[src/rtl/jts16_pkg.sv]
// Shared constants for the S16 clock-enable monitors: legal gap windows of
// each fractional clock-enable stream, in clk cycles.
package jts16_pkg;

  typedef enum logic [1:0] {
    STREAM_CPU = 2'd0,
    STREAM_FM  = 2'd1,
    STREAM_SND = 2'd2,
    STREAM_PCM = 2'd3
  } stream_e;

  localparam int CPU_GAP_MIN = 5;
  localparam int CPU_GAP_MAX = 6;
  localparam int FM_GAP_MIN  = 12;
  localparam int FM_GAP_MAX  = 13;
  localparam int SND_GAP_MIN = 10;
  localparam int SND_GAP_MAX = 11;
  localparam int PCM_GAP_MIN = 8;   // S16A PCM
  localparam int PCM_GAP_MAX = 9;

  typedef struct packed {
    logic [7:0] lo;
    logic [7:0] hi;
  } gap_lim_t;

  function automatic gap_lim_t stream_limits(input stream_e s);
    gap_lim_t l;
    case (s)
      STREAM_CPU: l = '{lo: 8'(CPU_GAP_MIN), hi: 8'(CPU_GAP_MAX)};
      STREAM_FM:  l = '{lo: 8'(FM_GAP_MIN),  hi: 8'(FM_GAP_MAX)};
      STREAM_SND: l = '{lo: 8'(SND_GAP_MIN), hi: 8'(SND_GAP_MAX)};
      STREAM_PCM: l = '{lo: 8'(PCM_GAP_MIN), hi: 8'(PCM_GAP_MAX)};
      default:    l = '{lo: 8'(CPU_GAP_MIN), hi: 8'(CPU_GAP_MAX)};
    endcase
    return l;
  endfunction

endpackage

[src/rtl/jts16_gap_tracker.sv]
// Gap side of the cen meter: saturating gap counter, per-window min/max of
// measured gaps, and the sticky range error / stall flags.
module jts16_gap_tracker
  import jts16_pkg::*;
#(
  parameter int GW      = 8,
  parameter int GAP_MIN = CPU_GAP_MIN,
  parameter int GAP_MAX = CPU_GAP_MAX
) (
  input  logic          clk,
  input  logic          rst,
  input  logic          cen,
  input  logic          clr,
  input  logic          win_end,
  output logic [GW-1:0] win_min,
  output logic [GW-1:0] win_max,
  output logic          err,
  output logic          stall
);

  localparam logic [GW-1:0] ONES = {GW{1'b1}};
  localparam logic [GW-1:0] GMIN = GW'(GAP_MIN);
  localparam logic [GW-1:0] GMAX = GW'(GAP_MAX);

  logic          armed_r;
  logic [GW-1:0] gcnt_r;
  logic [GW-1:0] acc_min_r;
  logic [GW-1:0] acc_max_r;
  logic          err_r;
  logic          stall_r;

  logic          meas_s;
  logic          hit_sat_s;
  logic          bad_gap_s;
  logic [GW-1:0] gcnt_nxt_s;
  logic [GW-1:0] min_s;
  logic [GW-1:0] max_s;

  // Gap measurement and closing min/max including this cycle's gap
  always_comb begin
    meas_s    = armed_r & cen;
    hit_sat_s = armed_r & ~cen & (gcnt_r == ONES - 1'b1);
    bad_gap_s = meas_s & ((gcnt_r < GMIN) | (gcnt_r > GMAX));
    if (cen) begin
      gcnt_nxt_s = {{(GW-1){1'b0}}, 1'b1};
    end else if (gcnt_r == ONES) begin
      gcnt_nxt_s = gcnt_r;
    end else begin
      gcnt_nxt_s = gcnt_r + 1'b1;
    end
    if (meas_s && (gcnt_r < acc_min_r)) begin
      min_s = gcnt_r;
    end else begin
      min_s = acc_min_r;
    end
    if (meas_s && (gcnt_r > acc_max_r)) begin
      max_s = gcnt_r;
    end else begin
      max_s = acc_max_r;
    end
  end

  // Gap state; accumulators restart when the window closes, set beats clr
  always_ff @(posedge clk) begin
    if (rst) begin
      armed_r   <= 1'b0;
      gcnt_r    <= '0;
      acc_min_r <= ONES;
      acc_max_r <= '0;
      err_r     <= 1'b0;
      stall_r   <= 1'b0;
    end else begin
      armed_r   <= armed_r | cen;
      gcnt_r    <= gcnt_nxt_s;
      acc_min_r <= win_end ? ONES : min_s;
      acc_max_r <= win_end ? '0 : max_s;
      if (bad_gap_s || hit_sat_s) begin
        err_r <= 1'b1;
      end else if (clr) begin
        err_r <= 1'b0;
      end else begin
        err_r <= err_r;
      end
      if (cen) begin
        stall_r <= 1'b0;
      end else if (hit_sat_s) begin
        stall_r <= 1'b1;
      end else begin
        stall_r <= stall_r;
      end
    end
  end

  assign win_min = min_s;
  assign win_max = max_s;
  assign err     = err_r;
  assign stall   = stall_r;

endmodule

[src/rtl/jts16_cen_meter.sv]
// Clock-enable meter: counts cen pulses per WIN-cycle window and reports the
// min/max pulse gap of each completed window with a one-cycle valid strobe.
module jts16_cen_meter
  import jts16_pkg::*;
#(
  parameter int WIN     = 65536,
  parameter int CW      = 17,
  parameter int GW      = 8,
  parameter int GAP_MIN = CPU_GAP_MIN,
  parameter int GAP_MAX = CPU_GAP_MAX
) (
  input  logic          clk,
  input  logic          rst,
  input  logic          cen,
  input  logic          clr,
  output logic [CW-1:0] cnt,
  output logic [GW-1:0] min_gap,
  output logic [GW-1:0] max_gap,
  output logic          valid,
  output logic          err,
  output logic          stall
);

  localparam int            WW    = (WIN > 1) ? $clog2(WIN) : 1;
  localparam logic [WW-1:0] WLAST = WW'(WIN - 1);

  logic [WW-1:0] wcnt_r;
  logic [CW-1:0] pcnt_r;
  logic [CW-1:0] cnt_r;
  logic [GW-1:0] min_gap_r;
  logic [GW-1:0] max_gap_r;
  logic          valid_r;

  logic          win_end_s;
  logic [CW-1:0] pcnt_nxt_s;
  logic [GW-1:0] win_min_s;
  logic [GW-1:0] win_max_s;

  jts16_gap_tracker #(
    .GW      (GW),
    .GAP_MIN (GAP_MIN),
    .GAP_MAX (GAP_MAX)
  ) u_gap (
    .clk     (clk),
    .rst     (rst),
    .cen     (cen),
    .clr     (clr),
    .win_end (win_end_s),
    .win_min (win_min_s),
    .win_max (win_max_s),
    .err     (err),
    .stall   (stall)
  );

  // Window end detection and saturating pulse count including this cycle
  always_comb begin
    win_end_s = (wcnt_r == WLAST);
    if (cen && (pcnt_r != {CW{1'b1}})) begin
      pcnt_nxt_s = pcnt_r + 1'b1;
    end else begin
      pcnt_nxt_s = pcnt_r;
    end
  end

  // Window counter, pulse accumulator and output latches
  always_ff @(posedge clk) begin
    if (rst) begin
      wcnt_r    <= '0;
      pcnt_r    <= '0;
      cnt_r     <= '0;
      min_gap_r <= {GW{1'b1}};
      max_gap_r <= '0;
      valid_r   <= 1'b0;
    end else begin
      valid_r <= win_end_s;
      if (win_end_s) begin
        wcnt_r    <= '0;
        pcnt_r    <= '0;
        cnt_r     <= pcnt_nxt_s;
        min_gap_r <= win_min_s;
        max_gap_r <= win_max_s;
      end else begin
        wcnt_r    <= wcnt_r + 1'b1;
        pcnt_r    <= pcnt_nxt_s;
        cnt_r     <= cnt_r;
        min_gap_r <= min_gap_r;
        max_gap_r <= max_gap_r;
      end
    end
  end

  assign cnt     = cnt_r;
  assign min_gap = min_gap_r;
  assign max_gap = max_gap_r;
  assign valid   = valid_r;

endmodule

[config.mk]
export PLATFORM = sky130hd
export DESIGN_NAME = jts16_cen_meter
export DESIGN_NICKNAME = d
export VERILOG_FILES = /design/src/rtl/jts16_pkg.sv /design/src/rtl/jts16_gap_tracker.sv /design/src/rtl/jts16_cen_meter.sv
export SDC_FILE = /design/constraint.sdc
export NUM_CORES = 1
export LEC_CHECK = 0
export CELL_PAD_IN_SITES_DETAIL_PLACEMENT = 1
export CELL_PAD_IN_SITES_GLOBAL_PLACEMENT = 2
export CORE_UTILIZATION = 35
export CTS_CLUSTER_SIZE = 30
export DETAILED_ROUTE_END_ITERATION = 16
export PLACE_DENSITY = 0.8
export SETUP_SLACK_MARGIN = 0.15
export SYNTH_ARGS = -nofsm -noshare
export SYNTH_HDL_FRONTEND = slang
export SYNTH_SLANG_ARGS = --single-unit
[constraint.sdc]
create_clock -name clk -period 2.65 [get_ports clk]
set_input_delay 0.795 -clock clk [delete_from_list [all_inputs] [get_ports clk]]
set_output_delay 0.795 -clock clk [all_outputs]
set_load 0.05 [all_outputs]
==> flow_metrics.tcl, run 1 <==
set metrics [dict create \
    status "completed" \
    cp_max_fo 2 \
    total_leakage_power_nw 1.90 \
    gp_congestion 0.760 \
    final.period_utilization 0.883 \
    use_met3 0.0303 \
    drc_errors 0 \
    numCtsBuffers 9 \
    period_needed_ns 2.34 \
    num_rows 40 \
    drtPass1Iterations 4 \
    ys_warn_count 0 \
    busiest_layer "met2" \
    drv_slew 0 \
    grt_pass1_wl_um 18200 \
    crit_buf_inv 1 \
    syn_avg_cell_area_um2 8.90 \
    final_nets 548 \
    holdCritPathClass "flip-flop to flip-flop" \
    wl_per_cell_um 15.2 \
    yosysTopAreaCell "dfxtp_1" \
    start_kind "flip-flop" \
    grt_setup_unrepaired "yes" \
    cp.depth 1 \
    slowest_delay_ns 0.83 \
    cts-htree-levels 3 \
    grt_antenna_before_repair 0 \
    dp_hpwl_um 7550 \
    grt_pass1_vias 3741 \
    cts.path.max_buffers 2 \
    io_buffers 39 \
    finalInstanceArea_um2 5250 \
    ir_drop_v 0.000269 \
    viasPerCell 5.15 \
    tns_ns 0 \
    grt_max_degree 43 \
    slowest_stage "clkdlybuf4s50_1" \
    die_h_um 114 \
    critical_path_class "flip-flop to output port" \
    grtUsageTotal 0.180 \
    ys_ff_latch 94 \
    syn_area_um2 4370 \
    synth_edf_count 0 \
    crit_start "cnt[14]" \
    cts_setup_buffers 0 \
    drtIter0Drc 180 \
    async_reset_ff_frac 0 \
    place_inst 680 \
    critPathTopFamily "buffers and inverters" \
    initial_utilization 0.361 \
    synth_nets 516 \
    final_cells 696 \
    synth_top_area_share 0.431 \
    finalClockSkew_ns 0.00530 \
    drive_gt1_frac 0.104 \
    synth_area_leaders "dfxtp_1 43%, ha_1 6.0%, nor2_1 5.7%, a211oi_1 4.3%, xor2_1 4.0%" \
    clk_pin_slew_worst_paths_ns 0.07 \
    area_growth_pct 20.1 \
    grt_util_met1 0.219 \
    place_area_um2 4900 \
    grt_remaining_overflow 0 \
    crit_chain "clkdlybuf4s50_1" \
    use_met2 0.309 \
    p_total_mw 3.02 \
    timing.fmax_mhz 428 \
    clk_latency_ns 0.35 \
    end_kind "output port" \
    fp.dieW_um 114 \
    cts-root-buf "clkbuf_16" \
    worst_pin_slew_ns 0.709 \
    rr_worst_depth 9 \
    yosysUniqueCellTypes 48 \
    routed_wl_um 10600 \
    finish.utilization 0.433 \
    yosysSeqAreaShare 0.431 \
    tritoncts "yes" \
    setup_viol 0 \
    clock-sinks 94 \
    post_cts_resized 0 \
    crit_end "cnt[14]" \
    cp.required_ns 1.86 \
    coreArea_um2 12100 \
    hold_depth 2 \
    r2r-start "pcnt_r[9]" \
    ios 40 \
    cts_hold_buf 0 \
    dieArea_um2 12900 \
    regToRegSetupSlack_ns 0.33 \
    synth_flop_cell "dfxtp_1" \
    ant_nets 0 \
    cap_violations 0 \
    vias 3581 \
    hold_viol_final 0 \
    num_antenna_cells 0 \
    syn_inst 491 \
    power_density_nw_per_um2 575 \
    slew-limit-headroom 0.527 \
    crit_arrival_ns 1.54 \
    worstReg2RegEnd "cnt[12]" \
]
## placed cells by master, fill, tap and decap left out, drive strengths merged, types with 3 or more instances in the layout
| cell | synthesis | final |
|---|---|---|
| a211oi | 26 | 26 |
| a21oi | 18 | 18 |
| and3 | 9 | 9 |
| and4 | 4 | 4 |
| buf | 16 | 17 |
| clkbuf | 18 | 10 |
| clkdlybuf4s50 | 0 | 38 |
| dfxtp | 94 | 94 |
| ha | 21 | 21 |
| inv | 18 | 18 |
| mux2i | 4 | 4 |
| nand2 | 30 | 30 |
| nand2b | 3 | 3 |
| nand3 | 31 | 31 |
| nand3b | 3 | 3 |
| nand4 | 18 | 18 |
| nor2 | 67 | 67 |
| nor3 | 20 | 20 |
| nor4 | 11 | 11 |
| o211ai | 17 | 17 |
| o21ai | 9 | 9 |
| or2 | 5 | 5 |
| xnor2 | 13 | 13 |
| xor2 | 20 | 20 |
## metal layers
layer,share of wire,wire (um)
met5,0,0
met4,0.020,206
met3,0.022,235
met2,0.49,5180
met1,0.47,4920
## final cells by class
type / instances / area, um2
fillers: 1403 / 6870
multi-input cells: 345 / 2240
flip-flops and latches: 94 / 1880
repair buffers: 55 / 518
clock buffers: 10 / 239
well taps: 168 / 210
clock inverters: 6 / 85.1
inverters: 18 / 67.6
## where the power goes
part | switching, mW | leakage [nW] | internal [mW]
logic | 0.101 | 0.985 | 0.0509
registers | 0.0169 | 0.761 | 1.43
clock network | 0.567 | 0.154 | 0.849
total | 0.685 | 1.90 | 2.33
## how the worst min path moves through the flow
stage                          start    endpoint  slack [ns]
after floorplan            wcnt_r[0]   wcnt_r[0]        0.43
after global placement     wcnt_r[0]   wcnt_r[0]        0.44
after detailed placement  max_gap[6]  max_gap[6]        0.45
after CTS                 max_gap[4]  max_gap[4]        0.47
after global routing      max_gap[5]  max_gap[5]        0.49
final                     max_gap[1]  max_gap[1]        0.46
## sequential cells by signal, indices dropped and copies added (netlist names)
register,flops
u_gap.acc_max_r,8
valid,1
max_gap,8
u_gap.acc_min_r,8
min_gap,8
u_gap.stall,1
wcnt_r,16
u_gap.err,1
u_gap.armed_r,1
cnt,17
u_gap.gcnt_r,8
pcnt_r,17
## per-stage QoR
step	hold slack, ns	worst slack (ns)
after floorplan	0.426	0.602
after global placement	0.440	0.148
after detailed placement	0.454	0.101
after CTS	0.472	0.269
after global routing	0.487	0.146
final	0.461	0.311
## cells by family (layout without fill, tap and decap cells)
kind of cell | Yosys count | count (layout) | share of synthesized area
AO/OA/AOI/OAI | 81 | 81 | 0.128
XOR/XNOR | 33 | 33 | 0.0662
adder cells (fa/ha/maj) | 21 | 21 | 0.0602
buffers and inverters | 52 | 89 | 0.0596
flip-flops | 94 | 94 | 0.431
multiplexers | 4 | 4 | 0.00917
AND/OR/NAND/NOR | 206 | 206 | 0.246
## cells in the mapped netlist, types with 4 or more instances
library cell	number
a211oi_1	25
a21oi_1	18
and3_1	9
buf_2	7
buf_6	7
clkbuf_1	18
dfxtp_1	94
ha_1	21
inv_1	18
mux2i_1	4
nand2_1	30
nand3_1	29
nand4_1	18
nor2_1	66
nor3_1	18
nor4_1	8
o211ai_1	17
o21ai_0	9
or2_2	4
xnor2_1	13
xor2_1	20
Power figures use the tool's default switching activity.
==> inputs of run 2 (changes only) <==
--- a/config.mk
+++ b/config.mk
@@ -7,11 +7,14 @@
 export LEC_CHECK = 0
 export CELL_PAD_IN_SITES_DETAIL_PLACEMENT = 1
 export CELL_PAD_IN_SITES_GLOBAL_PLACEMENT = 2
-export CORE_UTILIZATION = 35
+export CORE_MARGIN = 3
+export CORE_UTILIZATION = 36
 export CTS_CLUSTER_SIZE = 30
 export DETAILED_ROUTE_END_ITERATION = 16
-export PLACE_DENSITY = 0.8
+export PLACE_DENSITY = 0.81
+export REMOVE_ABC_BUFFERS = 1
 export SETUP_SLACK_MARGIN = 0.15
 export SYNTH_ARGS = -nofsm -noshare
 export SYNTH_HDL_FRONTEND = slang
+export SYNTH_HIERARCHICAL = 1
 export SYNTH_SLANG_ARGS = --single-unit
==> run 2 against run 1 <==
Hold slack lost 0.0079 ns. Synthesized cell count is 0.61% lower. Via count down 0.89%. Critical path depth increased by 6. Sequential share of layout area down 1.2 points. Utilization is 1.7 points higher. Die area increased by 6.5%. Critical path type is now flip-flop to flip-flop.
==> flow_metrics.tcl, run 2 <==
set metrics [dict create \
    viasPerCell 5.00 \
    synth_common_cells "94 x dfxtp_1, 70 x nor2_1, 62 x nand2_1, 22 x inv_1, 21 x ha_1" \
    worstReg2RegEnd "max_gap[6]" \
    coreArea_um2 12100 \
    synth_area_leaders "dfxtp_1 42%, ha_1 5.9%, nor2_1 5.9%, nand2_1 5.2%, a211oi_2 4.5%" \
    crit_arrival_ns 2.56 \
    hold_viol_final 0 \
    cts.path.max_buffers 2 \
    hp-start "max_gap[3]" \
    cp_max_fo 8 \
    end_kind "flip-flop" \
    layout_commonest_cell "dfxtp_1" \
    setup_viol 0 \
    yosysSeqAreaShare 0.422 \
    final.period_utilization 0.878 \
    cts-root-buf "clkbuf_16" \
    cp.depth 7 \
    final_cell_mix "93 x dfxtp_1, 70 x nor2_1, 62 x nand2_1" \
    syn_area_um2 4460 \
    ys_ff_latch 94 \
    ant_nets 0 \
    routed_wl_um 10500 \
    num_antenna_cells 0 \
    slowest_stage "o311ai_4" \
    setup_slack_ns 0.324 \
    numCtsBuffers 9 \
    die_h_um 117 \
    vias 3549 \
    pwr-share-clk 0.449 \
    io_buffers 39 \
    r2r-start "u_gap/gcnt_r[7]" \
    grt_remaining_overflow 0 \
    syn_avg_cell_area_um2 9.15 \
    wl_per_cell_um 14.8 \
    drtPass1Iterations 4 \
    area_growth_pct 21.8 \
    cp.required_ns 2.88 \
    fp.dieW_um 117 \
    crit_buf_inv 0 \
    cts_setup_buffers 0 \
    comb_power_share 0.057 \
    cap_violations 0 \
    rr_worst_depth 7 \
    ir_drop_v 0.000215 \
    holdPathEnd "max_gap[3]" \
    critical_path_class "flip-flop to flip-flop" \
    drc_errors 0 \
    path_common_cell "a21oi_1" \
    drv_slew 0 \
    hold_depth 2 \
    timing.hold.ws_ns 0.453 \
    tns_ns 0 \
    finalClockSkew_ns 0.00566 \
    syn_inst 488 \
    drive_gt1_frac 0.153 \
    drtIter0Drc 116 \
    p_seq_frac 0.494 \
    grt_antenna_before_repair 0 \
    pre_cts_ws_ns -0.000527 \
    worst_pin_slew_ns 0.558 \
    status "completed" \
    synth_edf_count 0 \
    yosysTopAreaCell "dfxtp_1" \
    critPathTopFamily "compound AO/OA/AOI/OAI gates" \
    synth_most_common_cell "dfxtp_1" \
    grt_pass1_vias 3621 \
    cts-htree-levels 3 \
    period_needed_ns 2.33 \
    clk_pin_slew_worst_paths_ns 0.06 \
    p_sw_mw 0.676 \
    yosysUniqueCellTypes 50 \
    clk_latency_ns 0.35 \
    place_area_um2 5130 \
    crit_chain "ha_1 > a21oi_1 > o21ai_0 > o311ai_4 > mux2_2 > nand2_1 > a21oi_1" \
    p_total_mw 2.93 \
    total_leakage_power_nw 2.01 \
    dp_hpwl_um 7610 \
    finalInstanceArea_um2 5440 \
    tritoncts "yes" \
    grtUsageTotal 0.159 \
    timing.fmax_mhz 430 \
    grt_setup_unrepaired "no" \
    dieArea_um2 13800 \
    synth_flop_cell "dfxtp_1" \
    gp_congestion 0.877 \
    start_kind "flip-flop" \
    ys_warn_count 6 \
    slew-limit-headroom 0.627 \
    async_reset_ff_frac 0 \
    synth_top_area_share 0.422 \
    p_int_mw 2.25 \
    grt_max_degree 43 \
    holdCritPathClass "flip-flop to flip-flop" \
    grt_pass1_wl_um 17900 \
    regToRegSetupSlack_ns 0.32 \
    slowest_delay_ns 0.53 \
    initial_utilization 0.370 \
    power_density_nw_per_um2 539 \
    p_sw_frac 0.231 \
    clock-sinks 94 \
    ios 40 \
    final_nets 562 \
    num_rows 40 \
]
-- run 2: changes by cell type in the layout (fill, tap and decap cells not counted), moves of 5 or more --
cell	previous run	this run
nand2_1	30	62
a211oi_1	24	1
nand3_1	29	13
a211oi_2	2	16
nor3_1	18	6
o211ai_1	17	8
mux2i_1	4	12
mux2_2	0	7
o311ai_0	0	7
buf_4	15	21
and3_1	9	4
nand3b_1	3	8
nand4_1	18	13
xor2_1	20	15
-- run 2: worst register-to-register path, stage by stage, from the launching register on --
cell      delay, ns
dfxtp_1        0.45
ha_1           0.31
a21oi_1        0.19
o21ai_0        0.20
o311ai_4       0.53
mux2_2         0.41
nand2_1        0.06
a21oi_1        0.06
-- run 2: cells by family after synthesis --
group	share of synthesized area
DFF	0.422
adders and majority gates	0.0589
buffers and inverters	0.0485
AOI/OAI and AO/OA	0.149
and+or+nand+nor	0.214
muxes	0.0471
xor gates and xnor gates	0.0608
-- run 2: how the worst max path moves through the flow --
stage,startpoint,endpoint,slack (ns)
detailed placement,cen,min_gap[0],-0.0005
global route,pcnt_r[3],cnt[11],0.17
finish,u_gap/gcnt_r[7],max_gap[6],0.32
global placement,cen,min_gap[0],0.04
CTS,u_gap/gcnt_r[7],max_gap[6],0.29
floorplan,wcnt_r[0],u_gap/acc_min_r[1],0.22
-- run 2: metal layers --
layer  global-route usage  part of all wire
met1                0.201              0.46
met2                0.265              0.49
met3               0.0347             0.029
met4               0.0601             0.020
met5                    0                 0
-- run 2: timing repair --
item | CTS | global route
hold buffers | 0 | 0
endpoints found under the setup margin | 0 | 3
resized for setup | 0 | 2
-- run 2: layout make-up --
class	instances	area [um2]
flip-flops and latches	94	1880
well taps	168	210
clock inverters	6	61.3
inverters	23	86.3
clock buffers	10	239
multi-input cells	347	2370
fillers	1424	6630
repair buffers	62	583
-- run 2: power by group through the flow --
stage | logic, mW | registers (mW) | clock network [mW]
finish | 0.166 | 1.45 | 1.32
global route | 0.185 | 1.45 | 1.42
CTS | 0.169 | 1.45 | 1.35
detailed placement | 0.167 | 1.48 | 0
global placement | 0.163 | 1.48 | 0
floorplan | 0.0965 | 1.48 | 0
-- run 2: per-stage QoR --
stage                     std cells   util
after floorplan                 464      -
after global placement          694  0.425
after detailed placement        694  0.425
after CTS                       710  0.450
after global routing            710  0.451
final                           710  0.451
==> RTL edit, RTL diff (flow settings as in run 2) <==
`WIN`: 65536 -> 32768.
--- a/src/rtl/jts16_cen_meter.sv
+++ b/src/rtl/jts16_cen_meter.sv
@@ -3,7 +3,7 @@
 module jts16_cen_meter
   import jts16_pkg::*;
 #(
-  parameter int WIN     = 65536,
+  parameter int WIN     = 32768,
   parameter int CW      = 17,
   parameter int GW      = 8,
   parameter int GAP_MIN = CPU_GAP_MIN,
Behaviour: same outputs for any inputs over 10 cycles, from zero or initial values and one cycle with rst high; that may be too few to reach the edited logic, so the function may still have changed.
==> RTL edit against run 2 <==
  * Die area decreased by 3.3%
  * Clock skew increased by 0.74 ps
  * Total power shrank 2.9%
  * Final area is 3.2% lower
  * Setup slack got worse by 25 ps
  * Global-route usage increased by 1.2 points
  * Non-clock buffer count rose by 2
  * First-iteration DRC count grew 73%
  * Sequential cell count decreased by 1
  * Sequential share of layout area up 0.76 points
  * Wire length is 0.77% lower
  * Synthesized area down 3.4%
  * Largest cell class unchanged
==> RTL edit: results (changes against run 2) <==
stage	metric	value	unit	change
yosys	top cells by area, synth	dfxtp_1 43%, ha_1 6.1%, nor2_1 3.9%		was dfxtp_1 42%, ha_1 5.9%, nor2_1 5.9%
setup_path	slowest stage delay, CP	830	ps	was 530 ps
setup_path	crit path DAT	1560	ps	was 2560 ps
die	die width	115	um	was 117 um
global_route	pin count of the biggest net entering global routing	24		was 43
setup_path	R2R setup slack	350	ps	was 320 ps
detailed_routing	final WL	10400	um	was 10500 um
yosys	list of most frequent post-synthesis cells	93 x dfxtp_1, 45 x nor2_1, 31 x nand2_1		was 94 x dfxtp_1, 70 x nor2_1, 62 x nand2_1
timing	Clock Skew	6.40	ps	was 5.66 ps
yosys	sequential fraction of the synthesis area	0.432		was 0.422
place	routability cong.	0.817		was 0.877
run_status	outcome	finished clean		unchanged
setup_path	slowest CP cell	clkdlybuf4s50_1		was o311ai_4
place	Post-Place Setup Slack	5.21	ps	was -0.527 ps
timing	worst hold slack	453	ps	about the same
finish	fin nets	524		was 562
global_route	met3 usage	0.0474		was 0.0347
setup_path	critical path's top delay family	buffers and inverters		was compound AO/OA/AOI/OAI gates
detailed_routing	metal3 WL	314	um	was 303 um
global_route	vias in the first global route	3556		was 3621
place	HPWL Detailed	7670	um	was 7610 um
detailed_routing	Vias/cell	5.40		was 5.00
global_route	GR Layer Usage met1	0.230		was 0.201
setup_path	worst-path maximum fanout	2		was 8
finish	filler instances	1331		was 1424
detailed_routing	Initial DRC Count	201		was 116
power_and_ir_drop	Peak VDD IR	0.442	mV	was 0.215 mV
timing	Max Clk Rate	425	MHz	was 430 MHz
-- RTL edit: area by class of cell --
cell class / count / area (um2) / share of cell area
multi-input cells: 308 / 2250 / 0.429
flip-flops and latches: 93 / 1860 / 0.354
repair buffers: 64 / 591 / 0.112
clock buffers: 11 / 253 / 0.0481
well taps: 143 / 179 / 0.0340
inverters: 23 / 86.3 / 0.0164
clock inverters: 5 / 35.0 / 0.00666
-- RTL edit: path summary, 6_finish.rpt --
path | start | endpoint
worst max-delay path | min_gap[0] | min_gap[0]
worst min-delay path | u_gap/stall | u_gap/stall
worst min register to register | u_gap/stall | u_gap/stall
worst max register to register | u_gap/acc_max_r[7] | max_gap[2]
-- RTL edit: cell families (layout without fill, tap and decap cells) --
logic type,count (synthesis),count (layout),synth area share
AOI/OAI and AO/OA,88,88,0.170
DFF,93,93,0.432
xor gates and xnor gates,28,28,0.0569
adders and majority gates,21,21,0.0610
muxes,20,20,0.0488
buffers and inverters,45,103,0.0456
and+or+nand+nor,151,151,0.185
-- RTL edit: power breakdown --
part | internal, mW | leakage, nW | total, mW | switching, mW
Clock | 0.687 | 0.141 | 1.24 | 0.550
Combinational | 0.0724 | 1.05 | 0.175 | 0.103
Sequential | 1.42 | 0.753 | 1.43 | 0.0137
-- RTL edit: per-stage QoR --
step                       util  total power, mW  cells
final                     0.455             2.84    647
after floorplan               -             1.57    424
after detailed placement  0.430             1.64    631
after global routing      0.455             2.97    647
after global placement    0.430             1.63    631
after CTS                 0.455             2.90    647
-- RTL edit: worst reg2reg max path, stage by stage, from the launching register on --
cell and delay, ps:
dfxtp_1 360, inv_1 60, ha_1 300, a21oi_1 180
o21ai_0 200, o311ai_4 500, mux2_2 400, a22o_1 200
